### src/rtl/pwm_ramp_sequencer.sv
// Purpose: owns the PWM duty register and ramps it toward a target in clamped steps; SPI writes override.
// Latency: all outputs registered; a direct write appears one edge later, the first ramp step interval+1 edges after start is accepted.
// Backpressure: none; start is honoured only in IDLE, ext_wr_valid always wins over abort and start.
//
// Ports:
//   clk, rst            - clock, asynchronous active-high reset
//   start, abort        - begin a ramp (IDLE only) / stop an active ramp holding duty
//   target, step        - ramp end value and per-update increment (step 0 behaves as 1)
//   interval            - idle cycles between ramp updates
//   ext_wr_valid/_data  - direct duty write from the SPI register decoder
//   bounce              - only with PWM_RAMP_BOUNCE_EN defined: ramp back and forth until stopped
//   duty_out, busy, done- duty to PWM peripheral, ramp active, one-cycle completion pulse
// Optional feature macro: PWM_RAMP_BOUNCE_EN
module pwm_ramp_sequencer #(
    parameter int DUTY_W = 8,
    parameter int TICK_W = 16
) (
    input  logic              clk,
    input  logic              rst,
    input  logic              start,
    input  logic              abort,
    input  logic [DUTY_W-1:0] target,
    input  logic [DUTY_W-1:0] step,
    input  logic [TICK_W-1:0] interval,
    input  logic              ext_wr_valid,
    input  logic [DUTY_W-1:0] ext_wr_data,
`ifdef PWM_RAMP_BOUNCE_EN
    input  logic              bounce,
`endif
    output logic [DUTY_W-1:0] duty_out,
    output logic              busy,
    output logic              done
);

    typedef enum logic {IDLE = 1'b0, RAMP = 1'b1} state_t;

    state_t              state_q, state_d;
    logic [DUTY_W-1:0]   duty_q, duty_d;
    logic                busy_q, busy_d;
    logic                done_q, done_d;
    logic [TICK_W-1:0]   cnt_q, cnt_d;
    logic [DUTY_W-1:0]   tgt_q, tgt_d;
    logic [DUTY_W-1:0]   step_q, step_d;
    logic [TICK_W-1:0]   intv_q, intv_d;
`ifdef PWM_RAMP_BOUNCE_EN
    logic                bounce_q, bounce_d;
    logic [DUTY_W-1:0]   origin_q, origin_d;   // duty at the far end of the bounce
`endif

    // Gaps are taken one bit wider so the compare against step can never wrap.
    logic [DUTY_W:0]     up_gap;
    logic [DUTY_W:0]     dn_gap;
    logic [DUTY_W-1:0]   next_duty;

    always_comb begin
        up_gap = {1'b0, tgt_q} - {1'b0, duty_q};
        dn_gap = {1'b0, duty_q} - {1'b0, tgt_q};
        // When the gap exceeds step, duty +/- step stays strictly between duty and target,
        // so the plain DUTY_W-bit add/subtract below cannot wrap.
        if (tgt_q >= duty_q) begin
            next_duty = (up_gap <= {1'b0, step_q}) ? tgt_q : duty_q + step_q;
        end else begin
            next_duty = (dn_gap <= {1'b0, step_q}) ? tgt_q : duty_q - step_q;
        end
    end

    always_comb begin
        state_d  = state_q;
        duty_d   = duty_q;
        done_d   = 1'b0;
        cnt_d    = cnt_q;
        tgt_d    = tgt_q;
        step_d   = step_q;
        intv_d   = intv_q;
`ifdef PWM_RAMP_BOUNCE_EN
        bounce_d = bounce_q;
        origin_d = origin_q;
`endif
        if (ext_wr_valid) begin
            // Direct write pre-empts everything; same-cycle start/abort are dropped.
            duty_d  = ext_wr_data;
            state_d = IDLE;
        end else begin
            case (state_q)
                IDLE: begin
                    if (start) begin
                        if (target == duty_q) begin
                            done_d = 1'b1;
                        end else begin
                            tgt_d   = target;
                            step_d  = (step == '0) ? DUTY_W'(1) : step;
                            intv_d  = interval;
                            cnt_d   = interval;
                            state_d = RAMP;
`ifdef PWM_RAMP_BOUNCE_EN
                            bounce_d = bounce;
                            origin_d = duty_q;
`endif
                        end
                    end
                end
                RAMP: begin
                    if (abort) begin
                        state_d = IDLE;
                    end else if (cnt_q != '0) begin
                        cnt_d = cnt_q - TICK_W'(1);
                    end else begin
                        duty_d = next_duty;
                        cnt_d  = intv_q;
                        if (next_duty == tgt_q) begin
                            done_d = 1'b1;
`ifdef PWM_RAMP_BOUNCE_EN
                            if (bounce_q) begin
                                // Head back to where this leg started.
                                tgt_d    = origin_q;
                                origin_d = tgt_q;
                            end else begin
                                state_d = IDLE;
                            end
`else
                            state_d = IDLE;
`endif
                        end
                    end
                end
                default: state_d = IDLE;
            endcase
        end
        busy_d = (state_d == RAMP);
    end

    always_ff @(posedge clk or posedge rst) begin
        if (rst) begin
            state_q  <= IDLE;
            duty_q   <= '0;
            busy_q   <= 1'b0;
            done_q   <= 1'b0;
            cnt_q    <= '0;
            tgt_q    <= '0;
            step_q   <= '0;
            intv_q   <= '0;
`ifdef PWM_RAMP_BOUNCE_EN
            bounce_q <= 1'b0;
            origin_q <= '0;
`endif
        end else begin
            state_q  <= state_d;
            duty_q   <= duty_d;
            busy_q   <= busy_d;
            done_q   <= done_d;
            cnt_q    <= cnt_d;
            tgt_q    <= tgt_d;
            step_q   <= step_d;
            intv_q   <= intv_d;
`ifdef PWM_RAMP_BOUNCE_EN
            bounce_q <= bounce_d;
            origin_q <= origin_d;
`endif
        end
    end

    assign duty_out = duty_q;
    assign busy     = busy_q;
    assign done     = done_q;

endmodule

### config.mk
export PLATFORM = sky130hd
export DESIGN_NAME = pwm_ramp_sequencer
export DESIGN_NICKNAME = d
export VERILOG_FILES = /design/src/rtl/pwm_ramp_sequencer.sv
export SDC_FILE = /design/constraint.sdc
export NUM_CORES = 1
export LEC_CHECK = 0
export CAP_MARGIN = 40
export CORE_MARGIN = 2
export CORE_UTILIZATION = 30
export DETAILED_ROUTE_END_ITERATION = 10
export GPL_ROUTABILITY_DRIVEN = 1
export MAX_ROUTING_LAYER = met4
export PLACE_DENSITY_LB_ADDON = 0.12
export SLEW_MARGIN = 25
export SYNTH_ARGS = -nofsm -noshare
export SYNTH_HDL_FRONTEND = slang
export SYNTH_SLANG_ARGS = --single-unit
### constraint.sdc
create_clock -name clk -period 11.32 [get_ports clk]
set_input_delay 3.396 -clock clk [delete_from_list [all_inputs] [get_ports clk]]
set_output_delay 3.396 -clock clk [all_outputs]
set_load 0.02 [all_outputs]
Word level (Yosys, flattened, before mapping)

Index checks and enable logic that the tools add are counted.

$add $sub $neg: 5
$lt $le $gt $ge: 3
Equality and inequality tests: 7
Muxes and demuxes: 27
Bitwise gates (word level): 3
Reduce and logical (&&, ||, !) cells: 6

Operators with widths:

| operator                                            | number |
|---|---|
| 2-to-1 mux 16 bit                                   | 4 |
| 2-to-1 mux 8 bit                                    | 8 |
| one-hot mux 16 bit (2 select lines)                 | 1 |
| less-or-equal comparator 9 x 8 -> 1 bit             | 2 |
| subtractor 8 x 8 -> 9 bit                           | 2 |
| == test 8 bit                                       | 2 |
| nonzero test 16 bit                                 | 1 |
| subtractor 16 x 1 -> 16 bit (second input constant) | 1 |
| 2-to-1 mux 1 bit                                    | 12 |
| adder 8 bit                                         | 1 |
| >= comparator 8 bit                                 | 1 |
| zero test 8 bit                                     | 1 |
| != test 2 bit (second input constant)               | 4 |
| AND reduction 4 bit                                 | 2 |
| subtractor 8 bit                                    | 1 |
| one-hot mux 1 bit (2 select lines)                  | 2 |
| inverter 1 bit                                      | 3 |
| AND reduction 3 bit                                 | 1 |
| != test 2 x 1 -> 1 bit (second input constant)      | 1 |
| nonzero test 2 bit                                  | 1 |

Register bits after elaboration: 58
Input bits: 45
Output and inout bits: 10

Longest topological paths before layout

Word-level depth: 10
Mapped depth: 20
Depth with buffers taken out: 19

Least setup slack after synthesis

No wires, ideal clock.

Path type: input -> register
Start point: in target[1]
End point: reg tgt_q[1]
Library setup time: 0.132 ns
Arrival time: 4.706 ns
Data required time: 11.188 ns
Path slack: 6.482 ns
Stages: 9
Buffers on the path: 2
Path through: xor2_1 nor4_1 nand2_1 nand2_1 nor2_1 buf_1 clkbuf_1 nand2_1 o21ai_0

Longest elaborated chain between the ends: 3

Ends and longest elaborated chain:

| what                                 | line | text |
|---|---|---|
| from (decl)                          | 22   | `input logic [DUTY_W-1:0] target,` |
| == test 8 bit                        | 87   | `if (target == duty_q) begin` |
| inverter 1 bit (no source line)      | n/a  |  |
| AND reduction 4 bit (no source line) | n/a  |  |
| to (signal assigned)                 | 152  | `tgt_q <= tgt_d;` |
| to (decl)                            | 42   | `logic [DUTY_W-1:0] tgt_q, tgt_d;` |

Parallel ways exist; a longest one is shown, timed or not.
A chain may end at the register's enable or synchronous reset.

Final worst setup path

Start point: in target[7]
End point: reg intv_q[14]

Longest elaborated chain between the ends: 3

Ends and longest elaborated chain:

| what                                 | line | text |
|---|---|---|
| == test 8 bit                        | 87   |  |
| inverter 1 bit (no source line)      | n/a  |  |
| AND reduction 4 bit (no source line) | n/a  |  |
| to (signal assigned)                 | 154  | `intv_q <= intv_d;` |
| to (decl)                            | 44   | `logic [TICK_W-1:0] intv_q, intv_d;` |

Every way passes these cells.

==> metrics <==
Data arrival, critical path=between 5000 and 6000 ps; crit path capture=intv_q[14]; setup ws final=5780 ps; syn avg cell area=roughly 8.5 um2; area delta synth->final=20.8%; pre-CTS setup slack=5440 ps; beginning of the critical path=target[7]; reg2reg path depth=17; WL/cell=17.3 um; Critical Path Fanout Max=26; Final Hold Viols=0; Worst Hold Class=reg -> reg; Clk Tree Root Cell=clkbuf_16; P_leak=about 2.5 nW; reg-to-reg startpoint=duty_out[1]; Synth Flop Type=dfrtp_1; RSZ-0062 raised after global routing=no; WP depth=8; Overall Global Routing Usage=0.179; Worst-path clk slew=50 ps; CP Capture Type=flip-flop; DRT iter0 DRCs=between 150 and 200; top cells by area, synth=dfrtp_1, ha_1, a21oi_1, nor2_1, xnor2_1; setup TNS=0 ps; most used cell, CP=nand2_1; DRC viols=0; Starting Density=0.306; number of max-slew violations in the final report=0; post_cts resized=0; # H-tree levels=3; critical path class=in -> reg; ant diodes=0; Critical Path RT=about 12,000 ps; Max VDD drop=between 0.08 and 0.09 mV; Tightest Pin Transition=approximately 860 ps; clock net sink count=just under 60; CTS buffer count=9; Final Cycle Share=0.489; number of global-route vias before repair=roughly 4,500; sequential element share of the synthesized area=0.287; Port Buffer Count=54; Syn Nets=691; ys async rst share=1.00; Yosys Warn Count=0; Slowest cell on crit path=clkdlybuf4s50_1; Fmax=roughly 0.18 GHz; routability cong.=approximately 0.86; category of the worst setup path launch point=primary input; DIE WIDTH=134 um; # Post-CTS Setup Buffers=0; Vias=between 4,000 and 5,000; I/O Pins=55; Post-Syn Area=just over 5000 um2; leading area contributor after synthesis=dfrtp_1; share of cells above drive strength 1=0.0839; Detail Route Antenna Nets=0; CTS hold repair buffers=0; layout net count=735; clk_skew=between 8 and 9 ps; Rows=47; routed vias/inst=between 5 and 6; first-pass GRT wire length=roughly 24,000 um; Fillers=around 1,700; status=finished clean; CP delay by family, top=buffers and inverters; CTS tree=done; setup violators final=0; Die ar.=17,900 um2; number of flops mapped to enable cells by yosys=0; reg-to-reg setup timing slack=between 6000 and 7000 ps; clock latency on the worst-skew pair=approximately 330 ps; Pwr Density=about 180 nW/um2; Cell Chain, Critical Path=clkdlybuf4s50_1 -> xor2_1 -> nor4_1 -> nand2_1 -> nand2_1 -> nor2_4 -> buf_4 -> mux2_2; max-cap violations=0; core area=between 15,000 and 20,000 um2; Synth top area share=0.287; Routed WL=14,900 um; Synth Instances=approximately 600; largest net degree at the start of global routing=between 50 and 60; hold path cells=1; Die Height=134 um; antenna violations before repair=0; worst r2r dst=busy; Synth cell types=66; Buf+Inv Stages, Crit Path=2; HPWL Detailed=between 10,000 and 15,000 um; worst rel slew slack=0.424; fin crit period=roughly 5500 ps; Pre-Repair DR Iteration Count=4; grt ovf=0; clk buf depth=2; Seq cells post-synth=58; CP peak stage delay=just under 500 ps
==> routing by layer <==
| layer | vias up | global-route usage | wire length (um) |
|---|---|---|---|
| met5 | - | - | 0 |
| met4 | 0 | 0.0662 | 388 |
| li1 | 2206 | - | - |
| met3 | 24 | 0.0242 | 429 |
| met2 | 80 | 0.298 | 7330 |
| met1 | 2103 | 0.223 | 6790 |
==> power breakdown <==
group	internal (W)	total [W]	switching, W
sequential	0.000244	0.000287	0.0000428
combinational	0.000233	0.000539	0.000306
clock	0.000170	0.000268	0.0000989
total	0.000647	0.00109	0.000448
==> cells by family after synthesis <==
group                    Yosys count  share of synthesized area
AND/OR/NAND/NOR                  184                      0.178
flip-flops                        58                      0.287
XOR/XNOR                          42                     0.0726
buffers and inverters             67                     0.0558
multiplexers                      34                     0.0722
AO/OA/AOI/OAI                    159                      0.202
adder cells (fa/ha/maj)           51                      0.132
==> cells in the mapped netlist (3+ instances only) <==
cell type,n
and3_1,7
nand4_1,8
nor2b_1,10
xnor2_1,26
mux2i_1,14
buf_4,5
clkbuf_1,14
ha_1,47
nand3_1,14
nand2b_1,7
nand3b_1,3
dfrtp_1,58
buf_1,3
nor2_1,62
nor3_1,9
o21ai_1,9
buf_2,4
a21o_1,9
fa_1,4
a31oi_1,6
a21oi_1,55
a211o_1,5
and2_1,5
a211oi_1,4
nor4_1,6
inv_1,38
mux2_2,19
or3_1,3
o31a_1,3
o21ai_0,32
a221oi_1,6
o211ai_1,6
nand2_1,39
xor2_1,16
==> state kept, by name (all words and copies together), names as in the netlist <==
name / flops
done: 1
duty_out: 8
busy: 1
step_q: 8
tgt_q: 8
intv_q: 16
cnt_q: 16
==> stage by stage <==
stage	util	hold WS, ps	area, um2	instances	power, W
final	0.370	505	6110	864	0.00109
after global placement	0.350	493	5790	846	0.000822
after detailed placement	0.351	496	5810	847	0.000828
after global routing	0.370	514	6110	864	0.00118
after CTS	0.369	508	6090	863	0.00111
after floorplan	-	481	5060	595	0.000684
==> how the worst min path moves through the flow <==
| stage | end | startpoint | slack (ps) |
|---|---|---|---|
| 4_1_cts | intv_q[9] | intv_q[9] | 510 |
| 2_1_floorplan | intv_q[1] | intv_q[1] | 480 |
| 3_3_place_gp | intv_q[14] | intv_q[14] | 490 |
| 6_report | intv_q[9] | intv_q[9] | 500 |
| 3_5_place_dp | intv_q[9] | intv_q[9] | 500 |
| 5_1_grt | intv_q[9] | intv_q[9] | 510 |
==> placed cells by master, fill, tap and decap left out, types with 4 or more instances in the layout <==
cell,instances
nor2b_1,10
nand3_1,14
dfrtp_1,58
o211ai_1,6
a221oi_1,6
fa_1,4
xor2_1,16
mux2i_1,14
clkbuf_16,9
a211o_1,5
mux2_2,19
clkdlybuf4s50_1,54
o21ai_0,32
and3_1,7
nor3_1,9
nand2_1,39
nor2_1,60
a31oi_1,6
inv_1,37
xnor2_1,26
a211oi_1,4
nand4_1,8
o21ai_1,9
nor4_1,6
buf_4,4
and2_1,5
nand2b_1,7
a21o_1,9
ha_1,47
a21oi_1,55
==> area by class of cell <==
type                       count  area [um2]  area share
clock buffer                  11         233      0.0381
clock inverter                 5        55.1     0.00900
inverter                      40         150      0.0246
multi-input combinational    470        3340       0.547
sequential                    58        1450       0.237
tap                          220         275      0.0450
timing repair buffer          60         606      0.0990
Power figures use the tool's default switching activity.
